==> config.mk <==
export PLATFORM = sky130hd
export DESIGN_NAME = ghostbus_host
export DESIGN_NICKNAME = d
export VERILOG_FILES = /design/src/rtl/ghostbus_host.sv
export SDC_FILE = /design/constraint.sdc
export NUM_CORES = 1
export LEC_CHECK = 0
export CAP_MARGIN = 20
export CORE_MARGIN = 2
export CORE_UTILIZATION = 46
export DETAILED_ROUTE_END_ITERATION = 7
export GPL_TIMING_DRIVEN = 0
export PLACE_DENSITY = 0.94
export SYNTH_ARGS = -nofsm -noshare
export SYNTH_HDL_FRONTEND = slang
export SYNTH_SLANG_ARGS = --single-unit
==> constraint.sdc <==
create_clock -name gb_clk -period 4.2 [get_ports gb_clk]
set_clock_uncertainty 0.1 [all_clocks]
set_input_delay 0.84 -clock gb_clk [delete_from_list [all_inputs] [get_ports gb_clk]]
set_output_delay 0.84 -clock gb_clk [all_outputs]
set_load 0.02 [all_outputs]
==> src/rtl/ghostbus_host.sv <==
// Ghostbus initiator: turns valid/ready requests into bus writes and
// latency-timed reads, with auto-incrementing read bursts and a response stream.
module ghostbus_host #(
  parameter int unsigned AW     = 12,
  parameter int unsigned DW     = 32,
  parameter int unsigned RD_LAT = 1,
  parameter int unsigned LEN_W  = 8
) (
  input  logic             gb_clk,
  input  logic             gb_rst,
  input  logic             req_valid,
  output logic             req_ready,
  input  logic             req_we,
  input  logic [AW-1:0]    req_addr,
  input  logic [DW-1:0]    req_wdata,
  input  logic [LEN_W-1:0] req_len,
  output logic             rsp_valid,
  input  logic             rsp_ready,
  output logic [DW-1:0]    rsp_data,
  output logic             rsp_last,
  output logic [AW-1:0]    gb_addr,
  output logic [DW-1:0]    gb_dout,
  input  logic [DW-1:0]    gb_din,
  output logic             gb_we,
  output logic             busy
);

  localparam int unsigned LAT_W = 4;

  typedef enum logic [1:0] {
    S_IDLE    = 2'd0,
    S_WRITE   = 2'd1,
    S_RD_WAIT = 2'd2,
    S_RD_RSP  = 2'd3
  } state_t;

  state_t             r_state;
  state_t             w_state_nxt;
  logic [LAT_W-1:0]   r_lat_cnt;
  logic [LEN_W-1:0]   r_beats_left;
  logic [AW-1:0]      r_gb_addr;
  logic [DW-1:0]      r_gb_dout;
  logic               r_gb_we;
  logic               r_rsp_valid;
  logic [DW-1:0]      r_rsp_data;
  logic               r_rsp_last;

  logic               w_accept;
  logic               w_lat_done;
  logic               w_last_beat;

  assign w_accept    = req_valid & req_ready;
  assign w_lat_done  = (r_lat_cnt == '0);
  assign w_last_beat = (r_beats_left == '0);

  always_ff @(posedge gb_clk) begin
    if (gb_rst) r_state <= S_IDLE;
    else        r_state <= w_state_nxt;
  end

  always_comb begin
    w_state_nxt = r_state;
    case (r_state)
      S_IDLE:    if (w_accept) w_state_nxt = req_we ? S_WRITE : S_RD_WAIT;
      S_WRITE:   w_state_nxt = S_IDLE;
      S_RD_WAIT: if (w_lat_done) w_state_nxt = S_RD_RSP;
      S_RD_RSP:  if (rsp_ready) w_state_nxt = w_last_beat ? S_IDLE : S_RD_WAIT;
      default:   w_state_nxt = S_IDLE;
    endcase
  end

  // Only the request handshake and busy flag are combinational.
  always_comb begin
    req_ready = (r_state == S_IDLE) & ~gb_rst;
    busy      = (r_state != S_IDLE);
  end

  // Bus and response registers; gb_addr never moves until the beat is consumed.
  always_ff @(posedge gb_clk) begin
    if (gb_rst) begin
      r_lat_cnt    <= '0;
      r_beats_left <= '0;
      r_gb_addr    <= '0;
      r_gb_dout    <= '0;
      r_gb_we      <= 1'b0;
      r_rsp_valid  <= 1'b0;
      r_rsp_data   <= '0;
      r_rsp_last   <= 1'b0;
    end else begin
      case (r_state)
        S_IDLE: begin
          if (w_accept) begin
            r_gb_addr <= req_addr;
            if (req_we) begin
              r_gb_dout <= req_wdata;
              r_gb_we   <= 1'b1;
            end else begin
              r_lat_cnt    <= LAT_W'(RD_LAT);
              r_beats_left <= req_len;
            end
          end
        end
        S_WRITE: r_gb_we <= 1'b0;
        S_RD_WAIT: begin
          if (w_lat_done) begin
            r_rsp_data  <= gb_din;
            r_rsp_valid <= 1'b1;
            r_rsp_last  <= w_last_beat;
          end else begin
            r_lat_cnt <= r_lat_cnt - LAT_W'(1);
          end
        end
        S_RD_RSP: begin
          if (rsp_ready) begin
            r_rsp_valid <= 1'b0;
            r_rsp_last  <= 1'b0;
            if (!w_last_beat) begin
              r_gb_addr    <= r_gb_addr + AW'(1);
              r_beats_left <= r_beats_left - LEN_W'(1);
              r_lat_cnt    <= LAT_W'(RD_LAT);
            end
          end
        end
        default: r_gb_we <= 1'b0;
      endcase
    end
  end

  assign gb_addr   = r_gb_addr;
  assign gb_dout   = r_gb_dout;
  assign gb_we     = r_gb_we;
  assign rsp_valid = r_rsp_valid;
  assign rsp_data  = r_rsp_data;
  assign rsp_last  = r_rsp_last;

endmodule

==> reports/metrics.cfg, run 1 <==
[outcome]
outcome=finished clean

[drt]
drt_iter0_markers=258
drc=0
drtPass1Iterations=5
avgRoutedWirePerCell_um=16.0
viasPerCell=5.58
postRouteAntennaNets=0
via_count=4517
drt-total-wl_um=13000

[synth]
synth.top_cells.by_count=nand2_1 (158), dfxtp_1 (93), a21oi_1 (88)
ys_ff_latch=93
syn_inst=517
syn_area_per_cell_um2=7.77
yosysMostFrequentCell=nand2_1
synth.top_cells.by_area=dfxtp_1 (46%), nand2_1 (15%), a21oi_1 (11%), clkbuf_1 (2.2%), nand3_1 (1.7%)
synth_cell_types=45
synth_top_area_frac=0.463
synth_edf_count=0
synthesis.area_mm2=0.00402
synth_fp_nets=609
postSynth.asyncResetShare=0
ys.flop_type=dfxtp_1
ys_warn_count=0
synth_top_area_cell=dfxtp_1
seq_area_frac_synth=0.463

[floorplanning]
design.die.area_mm2=0.00950
std_cell_rows=34
die_y_um=97.5
start_util=0.468
coreArea_mm2=0.00859
io_pins=170
dieWidth_um=97.5

[timing]
period_minus_slack_ps=3960
rsz0062_at_grt=no
slew_headroom=0.598
setup_tns_ps=0
fmax_ghz=0.252
tightest_slew_ps=602
fin_hold_ws_ps=358
setup_violations=0
finalHoldViolations=0
fin_crit_sh=0.943
slew_viol_final=0

[clocking]
hold_buffers=0
clock_sinks=93
worstSkewPairLatency_ps=370
path_clk_slew_ps=80
clockBufferDepth=2
root_buffer=clkbuf_8
postCtsSetupBuffers=0
htree_levels=3
tritoncts=yes
cts_buffers=9
post_cts_resized=0

[grt]
grt_start_max_net_pins=17
grt_usage=0.269
grt_antenna_before_repair=0
first_global_vias=4422
grt_first_pass_wirelength_um=21000
overflow=0

[setup_path]
crit_chain=clkdlybuf4s50_1 -> clkbuf_1 -> clkbuf_1 -> nor2_1 -> clkdlybuf4s50_1
cp.required_ps=3260
cp.arrival_ps=3020
worstSetupStartpointType=input port
cpPeakStageDelay_ps=610
cp_slowest_cell=clkdlybuf4s50_1
worstPathMaxFanout=10
worst-setup-path-type=in -> out
cp-end-kind=primary output

[run]
cap_violations=0

[pwr]
p_leak_uw=0.00210
power_density_mw_per_mm2=333
ir_drop_v=0.000192

[final_layout]
drive_gt1_frac=0.0456
area_growth_pct=50.6
final_nets=789
n_antenna_cell=0
nFillCells=720

[placed_design]
routabilityCongestion=0.906
hpwl_um=9800
portBuffers=169

[hold_path]
hold_path.class=reg -> reg

worst paths after layout:
| kind | start | to | slack (ps) | depth (start not counted) |
|---|---|---|---|---|
| setup / recovery | gb_rst | req_ready | 240 | 5 |
| setup reg to reg | r_beats_left[0]$_SDFFE_PP0P_ | gb_addr[0]$_SDFFE_PP0P_ | 2110 | 7 |
| hold / removal | rsp_data[27]$_SDFFE_PP0P_ | rsp_data[27]$_SDFFE_PP0P_ | 360 | 2 |
| hold reg to reg | rsp_data[27]$_SDFFE_PP0P_ | rsp_data[27]$_SDFFE_PP0P_ | 360 | 2 |
routing by layer:
layer  global-route usage  vias up  wire length (um)
met2                0.471      240              6440
met4                0.115        0               372
li1                     -     2162                 -
met1                0.320     2082              5160
met3               0.0532       33              1000
met5                    0        -                 0
kinds of logic after synthesis:
group                      share of synthesized area
DFF                                            0.463
AOI/OAI and AO/OA                              0.219
and+or+nand+nor                                0.253
adders and majority gates                    0.00934
buffers and inverters                         0.0545
report_power, final:
part	total [uW]	switching (uW)	internal, uW
sequential	964	36.2	928
combinational	418	213	206
clock	633	333	301
total	2020	581	1430
layout by cell type, fill, tap and decap left out, types with 3 or more instances in the layout:
cell type,n
clkbuf_1,25
o32ai_1,8
a21oi_1,88
a22oi_1,5
and3_1,7
buf_4,5
or3_1,3
dfxtp_1,93
clkdlybuf4s50_1,169
nand2_1,158
a32o_1,5
nor2_1,13
o22ai_1,8
a221oi_1,5
and4_1,3
buf_2,4
inv_1,14
a31oi_1,6
nand4_1,3
nand3_1,14
ha_1,3
clkbuf_8,10
o21ai_0,8
nor3_1,7
critical path, delay by kind of cell:
family,cells,cell delay [ps]
buf+inv,4,2080
simple gates,1,100
area by class of cell:
class                           count  area, um2  area share
Clock buffer                       11        141      0.0234
Clock inverter                      5       66.3      0.0110
Multi-Input combinational cell    374       1940       0.320
Sequential cell                    93       1860       0.308
Tap cell                          108        135      0.0223
Timing Repair Buffer              169       1690       0.279
Inverter                           14       52.6     0.00868
Buffer                             36        166      0.0275
through the flow:
step / utilization / cell area [um2] / setup WS (ps) / std cells / power [uW]
6_report: 0.704 / 6050 / 238 / 810 / 2020
5_1_grt: 0.704 / 6050 / 80.6 / 810 / 2100
4_1_cts: 0.704 / 6050 / 196 / 810 / 2020
3_5_place_dp: 0.680 / 5850 / 211 / 794 / 1400
3_3_place_gp: 0.680 / 5850 / 247 / 794 / 1380
2_1_floorplan: - / 4020 / 1720 / 517 / 1180
flip-flops by register name, indices dropped and copies added, names as in the netlist:
| register | cells |
|---|---|
| gb_addr | 12 |
| gb_dout | 32 |
| gb_we | 1 |
| r_beats_left | 8 |
| r_lat_cnt | 4 |
| r_state | 2 |
| rsp_data | 32 |
| rsp_last | 1 |
| rsp_valid | 1 |
No activity file was read; power rests on OpenSTA's default activity.
==> inputs of run 2 (changes only) <==
--- a/config.mk
+++ b/config.mk
@@ -6,7 +6,6 @@
 export NUM_CORES = 1
 export LEC_CHECK = 0
 export CAP_MARGIN = 20
-export CORE_MARGIN = 2
 export CORE_UTILIZATION = 46
 export DETAILED_ROUTE_END_ITERATION = 7
 export GPL_TIMING_DRIVEN = 0
==> run 2 against run 1 <==
  * Total power barely moved
  * Highest routed layer unchanged
  * Core utilization increased by 2.2 points
  * Combinational power about the same
  * First-iteration DRC count grew 17%
==> reports/metrics.cfg, run 2 (synthesis results as in run 1) <==
[outcome]
outcome=finished clean  ; unchanged

[setup_path]
reg2reg_slack_ps=2100  ; was 2110 ps
ff2ff_path_depth=7  ; unchanged
cp-end-kind=primary output  ; unchanged
cp_slowest_cell=clkdlybuf4s50_1  ; unchanged
crit_start=gb_rst  ; unchanged
cpPeakStageDelay_ps=600  ; was 610 ps
endpoint=req_ready  ; unchanged
worstPathMaxFanout=10  ; unchanged
cp.arrival_ps=3040  ; was 3020 ps
r2r_end=gb_addr[5]$_SDFFE_PP0P_  ; was gb_addr[0]$_SDFFE_PP0P_
r2r-start=r_beats_left[0]$_SDFFE_PP0P_  ; unchanged
crit_chain=clkdlybuf4s50_1 -> clkbuf_1 -> clkbuf_1 -> nor2_1 -> clkdlybuf4s50_1  ; unchanged
cp.required_ps=3260  ; about the same
worst-setup-path-type=in -> out  ; unchanged
worstSetupStartpointType=input port  ; unchanged

[final_layout]
drive_gt1_frac=0.0470  ; was 0.0456
area_growth_pct=50.7  ; was 50.6%
n_antenna_cell=0  ; unchanged
nFillCells=650  ; was 720
final_common_cell=clkdlybuf4s50_1  ; unchanged
regArea_mm2=0.00186  ; unchanged
final_cell_mix=clkdlybuf4s50_1 (169), nand2_1 (158), dfxtp_1 (93)  ; unchanged
multi_input_area_mm2=0.00194  ; unchanged
final_nets=789  ; unchanged
stdcell_count=807  ; was 810

[timing]
fmax_ghz=0.251  ; was 0.252 GHz
setup_tns_ps=0  ; unchanged
tightest_slew_ps=559  ; was 602 ps
worst_slack_ps=222  ; was 238 ps
rsz0062_at_grt=no  ; unchanged
fin_crit_sh=0.947  ; was 0.943
period_minus_slack_ps=3980  ; was 3960 ps
slew_viol_final=0  ; unchanged
finalHoldViolations=0  ; unchanged
setup_violations=0  ; unchanged
slew_headroom=0.627  ; was 0.598

[floorplanning]
die_y_um=95.5  ; was 97.5 um
std_cell_rows=33  ; was 34
coreArea_mm2=0.00834  ; was 0.00859 mm2
start_util=0.482  ; was 0.468
io_pins=170  ; unchanged
design.die.area_mm2=0.00911  ; was 0.00950 mm2
dieWidth_um=95.5  ; was 97.5 um

[clocking]
postCtsSetupBuffers=0  ; unchanged
path_clk_slew_ps=90  ; was 80 ps
cts_buffers=9  ; unchanged
hold_buffers=0  ; unchanged
clock_sinks=93  ; unchanged
post_cts_resized=0  ; unchanged
root_buffer=clkbuf_8  ; unchanged
clockBufferDepth=2  ; unchanged
worstSkewPairLatency_ps=340  ; was 370 ps
htree_levels=3  ; unchanged
tritoncts=yes  ; unchanged

[pwr]
ir_drop_v=0.000160  ; was 0.000192 V
power_density_mw_per_mm2=333  ; about the same
totalPowerFinal_uw=2010  ; was 2020 uW
p_leak_uw=0.00211  ; was 0.00210 uW

[grt]
grt_start_max_net_pins=17  ; unchanged
grt_first_pass_wirelength_um=19500  ; was 21000 um
grt_antenna_before_repair=0  ; unchanged
grt_usage=0.274  ; was 0.269
first_global_vias=4340  ; was 4422
overflow=0  ; unchanged

[drt]
drt_iter0_markers=303  ; was 258
drc=0  ; unchanged
drt-total-wl_um=12400  ; was 13000 um
postRouteAntennaNets=0  ; unchanged
avgRoutedWirePerCell_um=15.3  ; was 16.0 um
via_count=4452  ; was 4517
viasPerCell=5.52  ; was 5.58
drtPass1Iterations=5  ; unchanged

[placed_design]
dp_cells=791  ; was 794
routabilityCongestion=1.00  ; was 0.906
portBuffers=169  ; unchanged
hpwl_um=9410  ; was 9800 um
place_ws_ps=267  ; was 211 ps

[hold_path]
hold_path.startpoint=gb_dout[11]$_SDFFE_PP0P_  ; was rsp_data[27]$_SDFFE_PP0P_
hold-path-cell-count=2  ; unchanged
hold_path.class=reg -> reg  ; unchanged

[run]
cap_violations=0  ; unchanged

## run 2: per-stage QoR
step                      utilization  cell area (um2)  hold slack [ps]
after floorplan                     -             4020              348
after global routing            0.726             6060              380
final                           0.726             6060              356
after CTS                       0.726             6060              359
after global placement          0.700             5840              341
after detailed placement        0.700             5840              347
## run 2: final cells by class
type                       count  area share
buffer                        36      0.0275
clock buffer                  11      0.0250
clock inverter                 5      0.0107
inverter                      14     0.00867
multi-input combinational    374       0.320
sequential                    93       0.307
tap                          105      0.0217
timing repair buffer         169       0.279
## run 2: worst max-delay path: cells and delay by family
kind / cells / cell delay (ps)
buffers and inverters: 4 / 2080
AND/OR/NAND/NOR: 1 / 110
## run 2: how the worst min path moves through the flow
stage | endpoint | slack, ps
finish | gb_dout[11]$_SDFFE_PP0P_ | 360
global route | gb_dout[5]$_SDFFE_PP0P_ | 380
CTS | gb_dout[11]$_SDFFE_PP0P_ | 360
detailed placement | rsp_data[8]$_SDFFE_PP0P_ | 350
global placement | rsp_valid$_SDFFE_PP0P_ | 340
floorplan | r_beats_left[7]$_SDFFE_PP0P_ | 350
## run 2: layer usage
layer | vias up | GRT usage | wire length (um)
met5 | - | 0 | 0
met4 | 0 | 0.116 | 286
met3 | 28 | 0.0710 | 1120
met2 | 227 | 0.490 | 6150
met1 | 2032 | 0.307 | 4820
li1 | 2165 | - | -
## run 2: power by group
part	switching, uW	total, uW	internal [uW]
registers	34.8	962	928
clock network	320	635	315
logic	211	417	206
total	566	2010	1450
==> inputs of run 3 (changes only) <==
--- a/config.mk
+++ b/config.mk
@@ -6,10 +6,11 @@
 export NUM_CORES = 1
 export LEC_CHECK = 0
 export CAP_MARGIN = 20
-export CORE_UTILIZATION = 46
+export CORE_UTILIZATION = 39
+export CTS_CLUSTER_SIZE = 20
 export DETAILED_ROUTE_END_ITERATION = 7
 export GPL_TIMING_DRIVEN = 0
-export PLACE_DENSITY = 0.94
+export PLACE_DENSITY = 0.85
 export SYNTH_ARGS = -nofsm -noshare
 export SYNTH_HDL_FRONTEND = slang
 export SYNTH_SLANG_ARGS = --single-unit
==> constraint.sdc (replaced) <==
create_clock -name gb_clk -period 3.21 [get_ports gb_clk]
set_clock_uncertainty 0.1 [all_clocks]
set_input_delay 0.642 -clock gb_clk [delete_from_list [all_inputs] [get_ports gb_clk]]
set_output_delay 0.642 -clock gb_clk [all_outputs]
set_load 0.02 [all_outputs]
==> run 3 against run 2 <==
  * Final cell count grew 3.3%
  * Flip-flop and latch count is the same
  * Die area rose by 18%
  * First-iteration DRC count rose by 5.3%
  * Global-route usage fell by 3.8 points
  * Total power up 35%
  * Combinational power is 30% higher
  * Critical path type unchanged
  * Highest routed layer unchanged
==> reports/metrics.cfg, run 3 (synthesis results as in run 1) <==
[final_layout]
n_antenna_cell=0  ; unchanged
area_growth_pct=51.9  ; was 50.7%
drive_gt1_frac=0.0485  ; was 0.0470
fin_util=0.619  ; was 0.726
regArea_mm2=0.00186  ; unchanged
final_nets=788  ; was 789
multi_input_area_mm2=0.00194  ; unchanged
final_cell_mix=clkdlybuf4s50_1 (169), nand2_1 (158), dfxtp_1 (93)  ; unchanged
nFillCells=862  ; was 650
final_common_cell=clkdlybuf4s50_1  ; unchanged

[grt]
first_global_vias=4460  ; was 4340
grt_first_pass_wirelength_um=20800  ; was 19500 um
overflow=0  ; unchanged
grt_usage=0.237  ; was 0.274
grt_start_max_net_pins=20  ; was 17
grt_antenna_before_repair=0  ; unchanged

[pwr]
p_leak_uw=0.00212  ; was 0.00211 uW
power_density_mw_per_mm2=444  ; was 333 mW/mm2
sw_frac_of_total=0.280  ; was 0.281
p_switching_uw=759  ; was 566 uW
power_frac_comb=0.201  ; was 0.207
totalPowerFinal_uw=2710  ; was 2010 uW
ir_drop_v=0.000230  ; was 0.000160 V
p_int_uw=1950  ; was 1450 uW
clkPwrFrac=0.334  ; was 0.315
pwr-share-seq=0.465  ; was 0.478

[floorplanning]
dieWidth_um=104  ; was 95.5 um
design.die.area_mm2=0.0107  ; was 0.00911 mm2
io_pins=170  ; unchanged
std_cell_rows=36  ; was 33
die_y_um=104  ; was 95.5 um
start_util=0.407  ; was 0.482
coreArea_mm2=0.00986  ; was 0.00834 mm2

[drt]
avgRoutedWirePerCell_um=15.0  ; was 15.3 um
drtPass1Iterations=5  ; unchanged
drt_iter0_markers=319  ; was 303
viasPerCell=5.38  ; was 5.52
drt-total-wl_um=12500  ; was 12400 um
postRouteAntennaNets=0  ; unchanged
drc=0  ; unchanged
via_count=4489  ; was 4452

[timing]
fmax_ghz=0.326
rsz0062_at_grt=no  ; unchanged
fin_hold_ws_ps=357  ; was 356 ps
fin_crit_sh=0.955
setup_tns_ps=0  ; unchanged
slew_viol_final=0  ; unchanged
period_minus_slack_ps=3060
finalHoldViolations=0  ; unchanged
setup_violations=0  ; unchanged
tightest_slew_ps=590  ; was 559 ps
slew_headroom=0.607  ; was 0.627

[clocking]
clock_sinks=93  ; unchanged
tritoncts=yes  ; unchanged
path_clk_slew_ps=90  ; about the same
worstSkewPairLatency_ps=360  ; was 340 ps
htree_levels=3  ; unchanged
root_buffer=clkbuf_8  ; unchanged
clockBufferDepth=2  ; unchanged
cts_buffers=9  ; unchanged
hold_buffers=0  ; unchanged

[setup_path]
cp-end-kind=primary output  ; unchanged
ff2ff_path_depth=7  ; unchanged
path_depth=4  ; was 5
crit_chain=clkdlybuf4s50_1 -> clkbuf_2 -> nor2_1 -> clkdlybuf4s50_1  ; was clkdlybuf4s50_1 -> clkbuf_1 -> clkbuf_1 -> nor2_1 -> clkdlybuf4s50_1
worst-setup-path-type=in -> out  ; unchanged
cpMostUsedCell=clkdlybuf4s50_1
worstPathMaxFanout=19  ; was 10
worstPathBufferInverterCount=3  ; was 4
critical_path.top_delay_family=buffers and inverters  ; unchanged
worstSetupStartpointType=input port  ; unchanged
cp.arrival_ps=2320  ; was 3040 ps
cp.required_ps=2470  ; was 3260 ps
cpPeakStageDelay_ps=620  ; was 600 ps
cp_slowest_cell=clkdlybuf4s50_1  ; unchanged

[placed_design]
routabilityCongestion=0.921  ; was 1.00
hpwl_um=9390  ; was 9410 um
portBuffers=169  ; unchanged

[outcome]
outcome=finished clean  ; unchanged

[run]
cap_violations=0  ; unchanged

[hold_path]
hold-path-cell-count=2  ; unchanged
hold_path.class=reg -> reg  ; unchanged

==> run 3: changes by cell type in the layout (fill, tap and decap cells not counted), sizes merged <==
cell / previous run / this run
clkbuf: 35 / 33
bufinv: 1 / 2
==> run 3: worst paths after layout <==
path                                              startpoint                   endpoint  slack (ps)
worst max-delay path                                  gb_rst                  req_ready         150
worst min-delay path               rsp_data[30]$_SDFFE_PP0P_  rsp_data[30]$_SDFFE_PP0P_         360
worst max register to register  r_beats_left[0]$_SDFFE_PP0P_    gb_addr[5]$_SDFFE_PP0P_        1100
worst min register to register     rsp_data[30]$_SDFFE_PP0P_  rsp_data[30]$_SDFFE_PP0P_         360
==> run 3: metal layers <==
| metal | routed length (um) | global-route usage | part of all wire | vias to the layer above |
|---|---|---|---|---|
| met5 | 0 | 0 | 0 | - |
| met4 | 230 | 0.0932 | 0.018 | 0 |
| met3 | 1100 | 0.0667 | 0.088 | 27 |
| met2 | 6090 | 0.407 | 0.49 | 217 |
| met1 | 5120 | 0.278 | 0.41 | 2083 |
| li1 | - | - | - | 2162 |
==> run 3: layout make-up <==
cell class,count,share of cell area
timing repair buffer,169,0.277
inverter,14,0.00861
clock buffer,10,0.0225
tap,133,0.0273
buffer,35,0.0268
sequential,93,0.305
clock inverter,6,0.0154
multi-input combinational,374,0.317
==> run 3: tightest hold or removal path: cells and delay by family, from the launching register on <==
family / cells / cell delay [ps]
compound gates: 1 / 50
flops: 1 / 320
simple gates: 1 / 50
==> run 3: timing repair <==
| item | 4_1_cts | 5_1_grt |
|---|---|---|
| gates resized for setup | 1 | 0 |
| setup buffers | 0 | 0 |
| endpoints found under the setup margin | 1 | 0 |
==> run 3: stage by stage <==
| step | instance area (um2) | worst slack (ps) | instances |
|---|---|---|---|
| 3_5_place_dp | 5880 | -283 | 819 |
| 6_report | 6110 | 146 | 834 |
| 3_3_place_gp | 5880 | -281 | 819 |
| 4_1_cts | 6110 | 166 | 834 |
| 2_1_floorplan | 4020 | 1130 | 517 |
| 5_1_grt | 6110 | 68.9 | 834 |
==> run 3: power by group through the flow <==
stage                     registers, uW  logic (uW)  clock network, uW
after floorplan                    1340         210                  0
after global placement             1280         528                  0
after detailed placement           1290         542                  0
after CTS                          1260         544                925
after global routing               1270         588                980
final                              1260         544                906
==> RTL change: new RTL, config.mk and constraints of run 3 <==
The 4 states of `state_t` get a one-hot encoding in 4 bits.
--- a/src/rtl/ghostbus_host.sv
+++ b/src/rtl/ghostbus_host.sv
@@ -27,11 +27,11 @@
 
   localparam int unsigned LAT_W = 4;
 
-  typedef enum logic [1:0] {
-    S_IDLE    = 2'd0,
-    S_WRITE   = 2'd1,
-    S_RD_WAIT = 2'd2,
-    S_RD_RSP  = 2'd3
+  typedef enum logic [3:0] {
+    S_IDLE    = 4'b0001,
+    S_WRITE   = 4'b0010,
+    S_RD_WAIT = 4'b0100,
+    S_RD_RSP  = 4'b1000
   } state_t;
 
   state_t             r_state;
Behaviour: no difference found for any inputs over 4 cycles, from zero or initial values and one cycle with gb_rst high; so few cycles prove little.
==> RTL change against run 3 <==
  * Routed wire length is 8.3% lower
  * Area after synthesis is 0.81% lower
  * Setup slack better by 0.10 ns
  * Sequential share of layout area is 0.75 points higher
  * Register-to-register slack worse by 0.27 ns
  * Power is 4.5% higher
  * Final cell count is 0.96% lower
  * Sequential cell count is 2 higher
  * Via count is 7.4% lower
  * Synthesized cell count is 1.5% lower
  * Cell area is 0.29% lower
==> RTL change: results (changes against run 3) <==
| Metric | Value |
|---|---|
| XOR/XNOR share of the synthesized area | `0.00439 (was 0)` |
| Vias in the first global route | `3910 (was 4460)` |
| Met3 GRT Util | `0.0651 (was 0.0667)` |
| GRT Util Overall | `0.211 (was 0.237)` |
| Adder-cell share of the synthesized area | `0.00942 (was 0.00934)` |
| Gp weighted congestion | `0.860 (was 0.921)` |
| Setup WS pre-CTS | `0.418 ns (was -0.283 ns)` |
| Placed insts | `811 (was 819)` |
| Global-route wire length before repair | `17600 um (was 20800 um)` |
| Final cell count without fillers | `826 (was 834)` |
| Power Clock | `0.943 mW (was 0.906 mW)` |
| Net Count, Synth | `601 (was 609)` |
| Fillers | `864 (was 862)` |
| Hpwl dp | `8750 um (was 9390 um)` |
| Grt met2 use | `0.363 (was 0.407)` |
| Status | `complete, no violations (unchanged)` |
| Leakage | `2.11 nW (was 2.12 nW)` |
| Placed inst area | `0.00584 mm2 (was 0.00588 mm2)` |
| Met2 WL post-DR | `5590 um (was 6090 um)` |
| PostCTS Resize Cnt | `0 (was 1)` |
| Top cells by count, synth | `nand2_1 (156), dfxtp_1 (95), a21oi_1 (88) (was nand2_1 (158), dfxtp_1 (93), a21oi_1 (88))` |
| CP Max Fanout | `7 (was 19)` |
| WP data arrival | `2.22 ns (was 2.32 ns)` |
| Syn Area/Cell | `7.83 um2 (was 7.77 um2)` |
| Drt initial violations | `171 (was 319)` |
| Wl on met1 | `4690 um (was 5120 um)` |
| Internal power | `2.07 mW (was 1.95 mW)` |
| Worst Tran Pin Value | `0.654 ns (was 0.590 ns)` |
| Drt via density | `5.04 (was 5.38)` |
| Worst IR Drop VDD | `0.217 mV (was 0.230 mV)` |
| Met1 usage | `0.244 (was 0.278)` |
| Seq pwr | `1.30 mW (was 1.26 mW)` |
| Largest net degree at the start of global routing | `16 (was 20)` |
| Share of post-route cells with drive strength above 1 | `0.0548 (was 0.0485)` |
| Total iterations of the first detailed-routing run | `7 (was 5)` |
| Crit path largest cell delay | `0.65 ns (was 0.62 ns)` |
| Sum of routed wire length over all layers | `11500 um (was 12500 um)` |
## RTL change: kinds of logic after synthesis
| kind of cell | after synthesis |
|---|---|
| flops | 95 |
| buf+inv | 43 |
| compound gates | 139 |
| fa+ha+maj | 3 |
| simple gates | 227 |
| xor+xnor | 2 |
## RTL change: layout make-up
| cell class | instances | area share |
|---|---|---|
| clock inverters | 5 | 0.0175 |
| plain buffers | 35 | 0.0273 |
| inverters | 8 | 0.00493 |
| flip-flops and latches | 95 | 0.312 |
| repair buffers | 169 | 0.278 |
| well taps | 133 | 0.0273 |
| multi-input cells | 371 | 0.310 |
| clock buffers | 10 | 0.0226 |
## RTL change: final timing paths
check	to	slack (ns)	startpoint	cells after the start
setup reg to reg	gb_addr[7]	0.83	r_beats_left[0]	8
hold / removal	gb_dout[26]	0.36	gb_dout[26]	2
setup / recovery	req_ready	0.25	r_state[1]	4
hold reg to reg	gb_dout[26]	0.36	gb_dout[26]	2
